$ cat src/rtl/i2c_pkg.sv
// Shared definitions for the I2C target: FSM state encoding, bus acknowledge
// levels and the majority vote used by the optional line glitch filter.
package i2c_pkg;

  typedef enum logic [3:0] {
    IDLE,
    ADDR,
    ADDR_ACK,
    PTR,
    PTR_ACK,
    WDATA,
    WDATA_ACK,
    RDATA,
    RACK
  } i2c_state_e;

  localparam logic I2C_ACK  = 1'b0;
  localparam logic I2C_NACK = 1'b1;

  function automatic logic maj3(input logic a, input logic b, input logic c);
    return (a & b) | (a & c) | (b & c);
  endfunction

endpackage

$ cat src/rtl/i2c_line_sync.sv
// Conditions one raw I2C line: 2-flop synchronizer, optional 3-sample majority
// filter (enabled by I2C_GLITCH_FILTER_EN, +2 cycles latency) and edge detect.
module i2c_line_sync
  import i2c_pkg::*;
(
  input  logic i_clk,
  input  logic i_rst_n,
  input  logic i_line,
  output logic o_level,
  output logic o_rise,
  output logic o_fall
);

  logic r_meta;
  logic r_sync;
  logic r_prev;
  logic w_level;

  always_ff @(posedge i_clk) begin
    if (!i_rst_n) begin
      r_meta <= 1'b1;
      r_sync <= 1'b1;
    end else begin
      r_meta <= i_line;
      r_sync <= r_meta;
    end
  end

`ifdef I2C_GLITCH_FILTER_EN
  logic [1:0] r_hist;
  logic       r_filt;

  // A single-cycle excursion never holds two of the three votes.
  always_ff @(posedge i_clk) begin
    if (!i_rst_n) begin
      r_hist <= 2'b11;
      r_filt <= 1'b1;
    end else begin
      r_hist <= {r_hist[0], r_sync};
      r_filt <= maj3(r_sync, r_hist[0], r_hist[1]);
    end
  end

  assign w_level = r_filt;
`else
  assign w_level = r_sync;
`endif

  always_ff @(posedge i_clk) begin
    if (!i_rst_n) begin
      r_prev <= 1'b1;
    end else begin
      r_prev <= w_level;
    end
  end

  assign o_level = w_level;
  assign o_rise  = w_level & ~r_prev;
  assign o_fall  = ~w_level & r_prev;

endmodule

$ cat src/rtl/i2c_target.sv
// I2C target with a byte register file and a local host port. Optional SDA/SCL
// glitch filtering is selected with the I2C_GLITCH_FILTER_EN macro.
module i2c_target
  import i2c_pkg::*;
#(
  parameter logic [6:0] DEV_ADDR = 7'h42,
  parameter int         NUM_REGS = 16,
  localparam int        AW       = (NUM_REGS > 1) ? $clog2(NUM_REGS) : 1
) (
  input  logic          io_mainClk,
  input  logic          io_resetn,
  input  logic          io_i2c_sda_read,
  output logic          io_i2c_sda_write,
  input  logic          io_i2c_scl_read,
  input  logic [AW-1:0] io_host_addr,
  input  logic [7:0]    io_host_wdata,
  input  logic          io_host_we,
  output logic [7:0]    io_host_rdata,
  output logic          io_wr_strobe,
  output logic [AW-1:0] io_wr_addr,
  output logic          io_busy
);

  logic w_sda;
  logic w_sda_rise;
  logic w_sda_fall;
  logic w_scl;
  logic w_scl_rise;
  logic w_scl_fall;

  i2c_line_sync u_sda_sync (
    .i_clk   (io_mainClk),
    .i_rst_n (io_resetn),
    .i_line  (io_i2c_sda_read),
    .o_level (w_sda),
    .o_rise  (w_sda_rise),
    .o_fall  (w_sda_fall)
  );

  i2c_line_sync u_scl_sync (
    .i_clk   (io_mainClk),
    .i_rst_n (io_resetn),
    .i_line  (io_i2c_scl_read),
    .o_level (w_scl),
    .o_rise  (w_scl_rise),
    .o_fall  (w_scl_fall)
  );

  i2c_state_e    r_state;
  logic [3:0]    r_bit_cnt;
  logic [7:0]    r_shift;
  logic          r_rw;
  logic          r_phase;
  logic          r_sda_out;
  logic          r_busy;
  logic          r_wr_strobe;
  logic [AW-1:0] r_wr_addr;
  logic [AW-1:0] r_ptr;
  logic [7:0]    r_host_rdata;
  logic [7:0]    r_regs [NUM_REGS];

  logic          w_start;
  logic          w_stop;
  logic [7:0]    w_rx_byte;
  logic          w_byte_done;
  logic          w_commit;
  logic [AW-1:0] w_ptr_next;

  // Both lines share the same conditioning latency, so SCL level and SDA edge align.
  assign w_start     = w_scl & w_sda_fall;
  assign w_stop      = w_scl & w_sda_rise;
  assign w_rx_byte   = {r_shift[6:0], w_sda};
  assign w_byte_done = w_scl_rise && (r_bit_cnt == 4'd7);
  assign w_commit    = (r_state == WDATA_ACK) && !r_phase && w_scl_fall && !w_start && !w_stop;
  assign w_ptr_next  = r_ptr + AW'(1);

  // r_phase: in *_ACK states, set once ACK is driven; in RACK, set when the controller ACKed.
  always_ff @(posedge io_mainClk) begin
    if (!io_resetn) begin
      r_state     <= IDLE;
      r_bit_cnt   <= '0;
      r_shift     <= '0;
      r_rw        <= 1'b0;
      r_phase     <= 1'b0;
      r_sda_out   <= I2C_NACK;
      r_busy      <= 1'b0;
      r_wr_strobe <= 1'b0;
      r_wr_addr   <= '0;
      r_ptr       <= '0;
    end else begin
      r_wr_strobe <= 1'b0;
      if (w_stop) begin
        r_state   <= IDLE;
        r_sda_out <= I2C_NACK;
        r_busy    <= 1'b0;
        r_phase   <= 1'b0;
      end else if (w_start) begin
        r_state   <= ADDR;
        r_bit_cnt <= '0;
        r_sda_out <= I2C_NACK;
        r_phase   <= 1'b0;
      end else begin
        case (r_state)
          IDLE: begin
          end
          ADDR: begin
            if (w_scl_rise) begin
              r_shift   <= w_rx_byte;
              r_bit_cnt <= r_bit_cnt + 4'd1;
              if (w_byte_done) begin
                if (w_rx_byte[7:1] == DEV_ADDR) begin
                  r_state <= ADDR_ACK;
                  r_rw    <= w_rx_byte[0];
                  r_phase <= 1'b0;
                  r_busy  <= 1'b1;
                end else begin
                  r_state <= IDLE;
                end
              end
            end
          end
          ADDR_ACK: begin
            if (w_scl_fall) begin
              if (!r_phase) begin
                r_sda_out <= I2C_ACK;
                r_phase   <= 1'b1;
              end else begin
                r_phase   <= 1'b0;
                r_bit_cnt <= '0;
                if (r_rw) begin
                  r_shift   <= r_regs[r_ptr];
                  r_sda_out <= r_regs[r_ptr][7];
                  r_state   <= RDATA;
                end else begin
                  r_sda_out <= I2C_NACK;
                  r_state   <= PTR;
                end
              end
            end
          end
          PTR: begin
            if (w_scl_rise) begin
              r_shift   <= w_rx_byte;
              r_bit_cnt <= r_bit_cnt + 4'd1;
              if (w_byte_done) begin
                r_ptr   <= w_rx_byte[AW-1:0];
                r_state <= PTR_ACK;
                r_phase <= 1'b0;
              end
            end
          end
          PTR_ACK: begin
            if (w_scl_fall) begin
              if (!r_phase) begin
                r_sda_out <= I2C_ACK;
                r_phase   <= 1'b1;
              end else begin
                r_sda_out <= I2C_NACK;
                r_phase   <= 1'b0;
                r_bit_cnt <= '0;
                r_state   <= WDATA;
              end
            end
          end
          WDATA: begin
            if (w_scl_rise) begin
              r_shift   <= w_rx_byte;
              r_bit_cnt <= r_bit_cnt + 4'd1;
              if (w_byte_done) begin
                r_state <= WDATA_ACK;
                r_phase <= 1'b0;
              end
            end
          end
          WDATA_ACK: begin
            if (w_commit) begin
              r_sda_out   <= I2C_ACK;
              r_phase     <= 1'b1;
              r_wr_strobe <= 1'b1;
              r_wr_addr   <= r_ptr;
              r_ptr       <= w_ptr_next;
            end else if (w_scl_fall) begin
              r_sda_out <= I2C_NACK;
              r_phase   <= 1'b0;
              r_bit_cnt <= '0;
              r_state   <= WDATA;
            end
          end
          RDATA: begin
            if (w_scl_rise) begin
              r_bit_cnt <= r_bit_cnt + 4'd1;
            end else if (w_scl_fall) begin
              if (r_bit_cnt == 4'd8) begin
                r_sda_out <= I2C_NACK;
                r_phase   <= 1'b0;
                r_state   <= RACK;
              end else begin
                r_shift   <= {r_shift[6:0], 1'b0};
                r_sda_out <= r_shift[6];
              end
            end
          end
          RACK: begin
            if (w_scl_rise) begin
              if (w_sda == I2C_NACK) begin
                r_state <= IDLE;
              end else begin
                r_phase <= 1'b1;
              end
            end else if (w_scl_fall && r_phase) begin
              r_ptr     <= w_ptr_next;
              r_shift   <= r_regs[w_ptr_next];
              r_sda_out <= r_regs[w_ptr_next][7];
              r_bit_cnt <= '0;
              r_phase   <= 1'b0;
              r_state   <= RDATA;
            end
          end
          default: begin
            r_state <= IDLE;
          end
        endcase
      end
    end
  end

  // The I2C commit is written last so it overrides a same-index host write.
  always_ff @(posedge io_mainClk) begin
    if (!io_resetn) begin
      for (int i = 0; i < NUM_REGS; i++) begin
        r_regs[i] <= '0;
      end
      r_host_rdata <= '0;
    end else begin
      r_host_rdata <= r_regs[io_host_addr];
      if (io_host_we) begin
        r_regs[io_host_addr] <= io_host_wdata;
      end
      if (w_commit) begin
        r_regs[r_ptr] <= r_shift;
      end
    end
  end

  assign io_i2c_sda_write = r_sda_out;
  assign io_host_rdata    = r_host_rdata;
  assign io_wr_strobe     = r_wr_strobe;
  assign io_wr_addr       = r_wr_addr;
  assign io_busy          = r_busy;

endmodule

$ cat config.mk
export PLATFORM = sky130hd
export DESIGN_NAME = i2c_target
export DESIGN_NICKNAME = d
export VERILOG_FILES = /design/src/rtl/i2c_pkg.sv /design/src/rtl/i2c_line_sync.sv /design/src/rtl/i2c_target.sv
export SDC_FILE = /design/constraint.sdc
export NUM_CORES = 1
export LEC_CHECK = 0
export CAP_MARGIN = 40
export CORE_AREA = 3 3 220 222
export CTS_CLUSTER_DIAMETER = 30
export DETAILED_ROUTE_END_ITERATION = 16
export DIE_AREA = 0 0 223 225
export GPL_TIMING_DRIVEN = 0
export SLEW_MARGIN = 20
export SYNTH_ARGS = -nofsm -noshare
export SYNTH_HDL_FRONTEND = slang
export SYNTH_SLANG_ARGS = --single-unit
$ cat constraint.sdc
create_clock -name io_mainClk -period 3 [get_ports io_mainClk]
set_clock_uncertainty 0.15 [all_clocks]
set_input_delay 0.75 -clock io_mainClk [delete_from_list [all_inputs] [get_ports io_mainClk]]
set_output_delay 0.75 -clock io_mainClk [all_outputs]
set_load 0.02 [all_outputs]
Word-level counts from Yosys, hierarchy flattened
Memories as Yosys holds them, arrays and structs flattened. A register that Yosys moved wholly into a read port is not among the register bits.
Cells that the tools add are included.
- memories: 1
- register bits: 35
- RAM bits: 128
- logic and storage cells: 224
- memory list (memory ; words ; bits a word ; rd ports ; clocked after Yosys merged registers in ; write ports ; RTL line ; source):
    r_regs ; 16 ; 8 ; 3 ; 2 ; 16 ; i2c_target.sv:60 ; logic [7:0] r_regs [NUM_REGS];
- reductions and logical operators: 35
- bitwise logic cells: 15
- mux-type cells: 91
- equal/unequal tests: 63
- add/subtract/negate cells: 2
- operator list (cell ; number):
    $mux W4 ; 35
    $mux W8 ; 11
    $ne A3 B3 Y1 const B ; 20
    $ne A2 B2 Y1 const B ; 22
    $mux W1 ; 37
    $pmux W4 S9 ; 1
    $reduce_and A18 Y1 ; 2
    $pmux W8 S4 ; 1
    $eq A4 B3 Y1 const B ; 5
    $pmux W4 S4 ; 1
    $reduce_and A8 Y1 ; 2
    $reduce_or A8 Y1 ; 2
    $reduce_and A13 Y1 ; 1
    $pmux W4 S3 ; 1
    $reduce_and A12 Y1 ; 1
    $reduce_bool A5 Y1 ; 2
    $ne A3 B1 Y1 const B ; 3
    $not A1 Y1 ; 9
    $reduce_and A9 Y1 ; 1
    $add A4 B1 Y4 const B ; 2
    $eq A4 B2 Y1 const B ; 2
    $eq A4 B4 Y1 const B ; 2
    $ne A2 B1 Y1 const B ; 4
    $reduce_or A4 Y1 ; 2
    21 further kinds ; 37

Longest topological paths before layout
- word-level depth: 11
- depth in mapped cells: 12
- gate-level depth less buffers: 8

Hierarchy
Synthesis repeated with hierarchy kept, for this count alone.
- cells, all modules: 1094
- area, all modules: 11529.8 um2
- modules (own cells, without submodules) (module ; cells an instance ; instances ; area each (um2) ; seq. area each (um2)):
    i2c_target ; 1078 ; 1 ; 11347.1 ; 4664.5
    i2c_line_sync ; 8 ; 2 ; 91.3 ; 60.1

Worst setup path after synthesis
OpenSTA, ideal clock, no wires.
- kind: register to register
- start: register r_ptr[0]
- end: register r_shift[2]
- setup time: 0.125 ns
- setup slack: -0.094 ns
- stages on the path, launching flop included: 11
- arrival: 2.819 ns
- data required time: 2.725 ns
- buffers on the path: 4
- period minus slack after synthesis: 3.094 ns
- path through: dfxtp_1 buf_2 buf_1 inv_1 ha_1 buf_2 buf_6 mux4_2 mux4_2 a22oi_1 a31oi_1
- word-level cells in the longest chain between the ends: 5
- ends and longest elaborated chain (what ; RTL line ; source):
    from (decl) ; i2c_target.sv:58 ; logic [AW-1:0] r_ptr;
    from (signal assigned) ; i2c_target.sv:146 ; r_ptr <= w_rx_byte[AW-1:0];
    from (signal assigned) ; i2c_target.sv:181 ; r_ptr <= w_ptr_next;
    from (signal assigned) ; i2c_target.sv:211 ; r_ptr <= w_ptr_next;
    $add A4 B1 Y4 ; i2c_target.sv:75 ; assign w_ptr_next = r_ptr + AW'(1);
    $mem_v2 Z16 W8 ; -- ;
    $mux W8 ; i2c_target.sv:210 ; end else if (w_scl_fall && r_phase) begin
    $mux W8 ; i2c_target.sv:204 ; if (w_scl_rise) begin
    $pmux W8 S4 ; i2c_target.sv:103 ; case (r_state)
    to (signal assigned) ; i2c_target.sv:108 ; r_shift <= w_rx_byte;
    to (signal assigned) ; i2c_target.sv:198 ; r_shift <= {r_shift[6:0], 1'b0};
    to (signal assigned) ; i2c_target.sv:212 ; r_shift <= r_regs[w_ptr_next];
    to (decl) ; i2c_target.sv:51 ; logic [7:0] r_shift;
No other way between the ends. The select of a mux whose other input is x is not followed.
A chain may end at the register's enable or synchronous reset.

==> flow_metrics.tcl <==
set metrics [dict create \
    drive_above_1_share 0.236 \
    cts_root_buf "clkbuf_16" \
    initial_core_util 0.249 \
    drc 0 \
    netlist_instances 1123 \
    row_count 79 \
    hold_depth 1 \
    cap_violations 0 \
    status "finished with violations" \
    via_per_inst 5.49 \
    worstSetupPathType "primary input to flip-flop" \
    ys.warnings.count 0 \
    synth_edf_count 128 \
    fin_crit_ps 3020 \
    period_share 1.01 \
    cts_buffers 17 \
    syn_nets 1146 \
    port_buffers 19 \
    yosys_register_bits 175 \
    power.density_nw_per_um2 422 \
    fin_ws_ps -16.8 \
    critPathMaxFanout 10 \
    fp.coreArea_um2 46600 \
    postCtsHoldBufs 0 \
    hold_path.class "flip-flop to flip-flop" \
    fin_hold_ws_ps 266 \
    vias 9878 \
    wl_per_cell_um 24.5 \
    worstMarginPinSlew_ps 942 \
    antenna_found_initial 1 \
    clk_path_buf_depth 2 \
    path_clk_slew_ps 70 \
    start_kind "primary input" \
    p_seq_frac 0.500 \
    totalWireLength_um 44000 \
    firstDrtPassIters 5 \
    place_ws_ps -1020 \
    diodes 0 \
    switching_share 0.272 \
    grt_usage 0.172 \
    ios 32 \
    nets 1203 \
    crit_arrival_ps 3020 \
    area_delta_synth_final_pct 16.6 \
    htree_num_levels 4 \
    grt_max_degree 17 \
    fmax_mhz 331 \
    postRouteAntennaNets 0 \
    drt_iter0_drc 1435 \
    vdd_drop_max_uv 331 \
    synthFlopType "edfxtp_1" \
    crit_required_ps 3000 \
    die_area_um2 50200 \
    p_clk_frac 0.393 \
    p_leak_nw 4.08 \
    syn-cell-area_um2 11600 \
    endpoint_kind "flip-flop" \
    violations "negative setup slack" \
    synth_cell_types 70 \
    synth_area_leaders "edfxtp_1 (33%), mux4_2 (22%), nand2_1 (9.6%)" \
    synth_area_per_cell_um2 10.3 \
    final-setup-viol-count 12 \
    clk_latency_ps 460 \
    grt_pass1_vias 9301 \
    worstRegToRegCells 7 \
    grt_overflow 0 \
    drv_slew 0 \
    synth-seq-area-share 0.413 \
    hpwl_um 33000 \
    synth_top_area_frac 0.332 \
    p_int_mw 4.15 \
    yosysTopAreaCell "edfxtp_1" \
    gp_congestion 1.03 \
    slew_headroom 0.372 \
    comb_power_share 0.108 \
    p_switching_mw 1.55 \
    hold_violations 0 \
    grt_pass1_wl_um 63300 \
    cts_tree "built" \
    die_w_um 223 \
    synth-async-reset-ratio 0 \
    die_h_um 225 \
    cts_sinks 175 \
]
[through the flow]
stage                     setup TNS (ps)  instances  instance area (um2)  total power [mW]  utilization
after CTS                          -3980       1785                13200              5.68        0.284
final                              -94.7       1800                13500              5.70        0.290
after floorplan                        0       1123                11600              3.20            -
after global placement           -148610       1749                12500              3.47        0.269
after detailed placement         -142720       1751                12600              3.48        0.270
after global routing               -47.7       1800                13500              5.84        0.290
[synth_stat cells (all sizes together), types with 2 or more instances]
library cell,instances
a211oi,7
and2b,3
and2,10
dfxtp,47
o211ai,3
ha,6
xor2,4
a21boi,3
or2,5
nand3,16
nand3b,2
nor4,3
edfxtp,128
o21a,2
o21ai,142
a32oi,2
nand2b,18
mux2i,17
a21o,3
a31oi,11
a22oi,8
clkbuf,45
nor2b,16
nor3,4
nor2,61
nor4b,2
nor3b,2
mux4,112
mux2,3
buf,61
o311ai,2
a21oi,25
nand2,296
o21bai,2
or3,21
and3b,2
o22ai,3
inv,9
nand4,5
[power groups by stage]
stage	clock network [mW]	registers [mW]	logic [mW]
after floorplan	0	2.83	0.372
after global placement	0	2.89	0.580
after detailed placement	0	2.89	0.586
after CTS	2.25	2.84	0.593
after global routing	2.35	2.85	0.639
final	2.24	2.85	0.615
[cell usage in the layout, fill, tap and decap left out, types with 11 or more instances in the layout]
master	n
clkbuf_16	19
buf_4	22
nand2b_1	16
dfxtp_1	46
a31oi_1	11
clkbuf_1	44
nand3_1	15
nand2_1	295
nor2_1	39
mux4_2	112
edfxtp_1	128
nor2_2	18
o21ai_0	122
mux2i_1	17
or3_1	11
nor2b_1	16
buf_2	37
clkdlybuf4s50_1	19
o21ai_1	20
a21oi_1	23
[cell families (layout without fill, tap and decap cells)]
| logic type | after synthesis | after routing | synth area share |
|---|---|---|---|
| XOR/XNOR | 4 | 4 | 0.00302 |
| flip-flops | 175 | 175 | 0.413 |
| AND/OR/NAND/NOR | 469 | 469 | 0.185 |
| adder cells (fa/ha/maj) | 6 | 6 | 0.00648 |
| AO/OA/AOI/OAI | 221 | 221 | 0.110 |
| multiplexers | 132 | 132 | 0.235 |
| buffers and inverters | 116 | 186 | 0.0480 |
[metal layers]
layer  up-vias  track usage  wire length [um]
met5         -            0                13
met4         2       0.0693              2030
met3       125       0.0482              4790
met2       621        0.274             20100
met1      4883        0.222             17200
li1       4247            -                 -
[worst paths after layout]
path / slack [ps] / to / start
max: -20 / r_regs[4][0] / io_resetn
min: 270 / u_scl_sync.o_level / u_scl_sync.r_meta
max reg2reg: 60 / r_shift[4] / r_ptr[0]
min reg2reg: 270 / u_scl_sync.o_level / u_scl_sync.r_meta
[worst max-delay path: stages]
cell and delay, ps:
clkdlybuf4s50_1 670, clkbuf_2 380, inv_1 290, buf_2 330, or3_1 590
[registers in the layout, indices dropped and copies added (netlist names), 4 cells and up, named ones only]
| register | flops |
|---|---|
| r_bit_cnt | 4 |
| io_host_rdata | 8 |
| r_regs | 128 |
| r_ptr | 4 |
| io_wr_addr | 4 |
| r_shift | 8 |
| r_state | 4 |
[cell type report]
class                      instances  area, um2
inverter                           9       33.8
multi-input combinational        832       6410
clock buffer                      19        433
sequential                       175       4790
buffer                           107        591
tap                              607        759
clock inverter                    13        135
fill                            4775      33000
timing repair buffer              38        370
[timing repair]
action                                  in CTS  in global routing
gates cloned                                 0                  2
endpoints found under the setup margin     127                197
buffers inserted                             2                 10
resized for setup                           26                 33
pin swaps                                    4                  6
(Power assumes the default switching activity.)
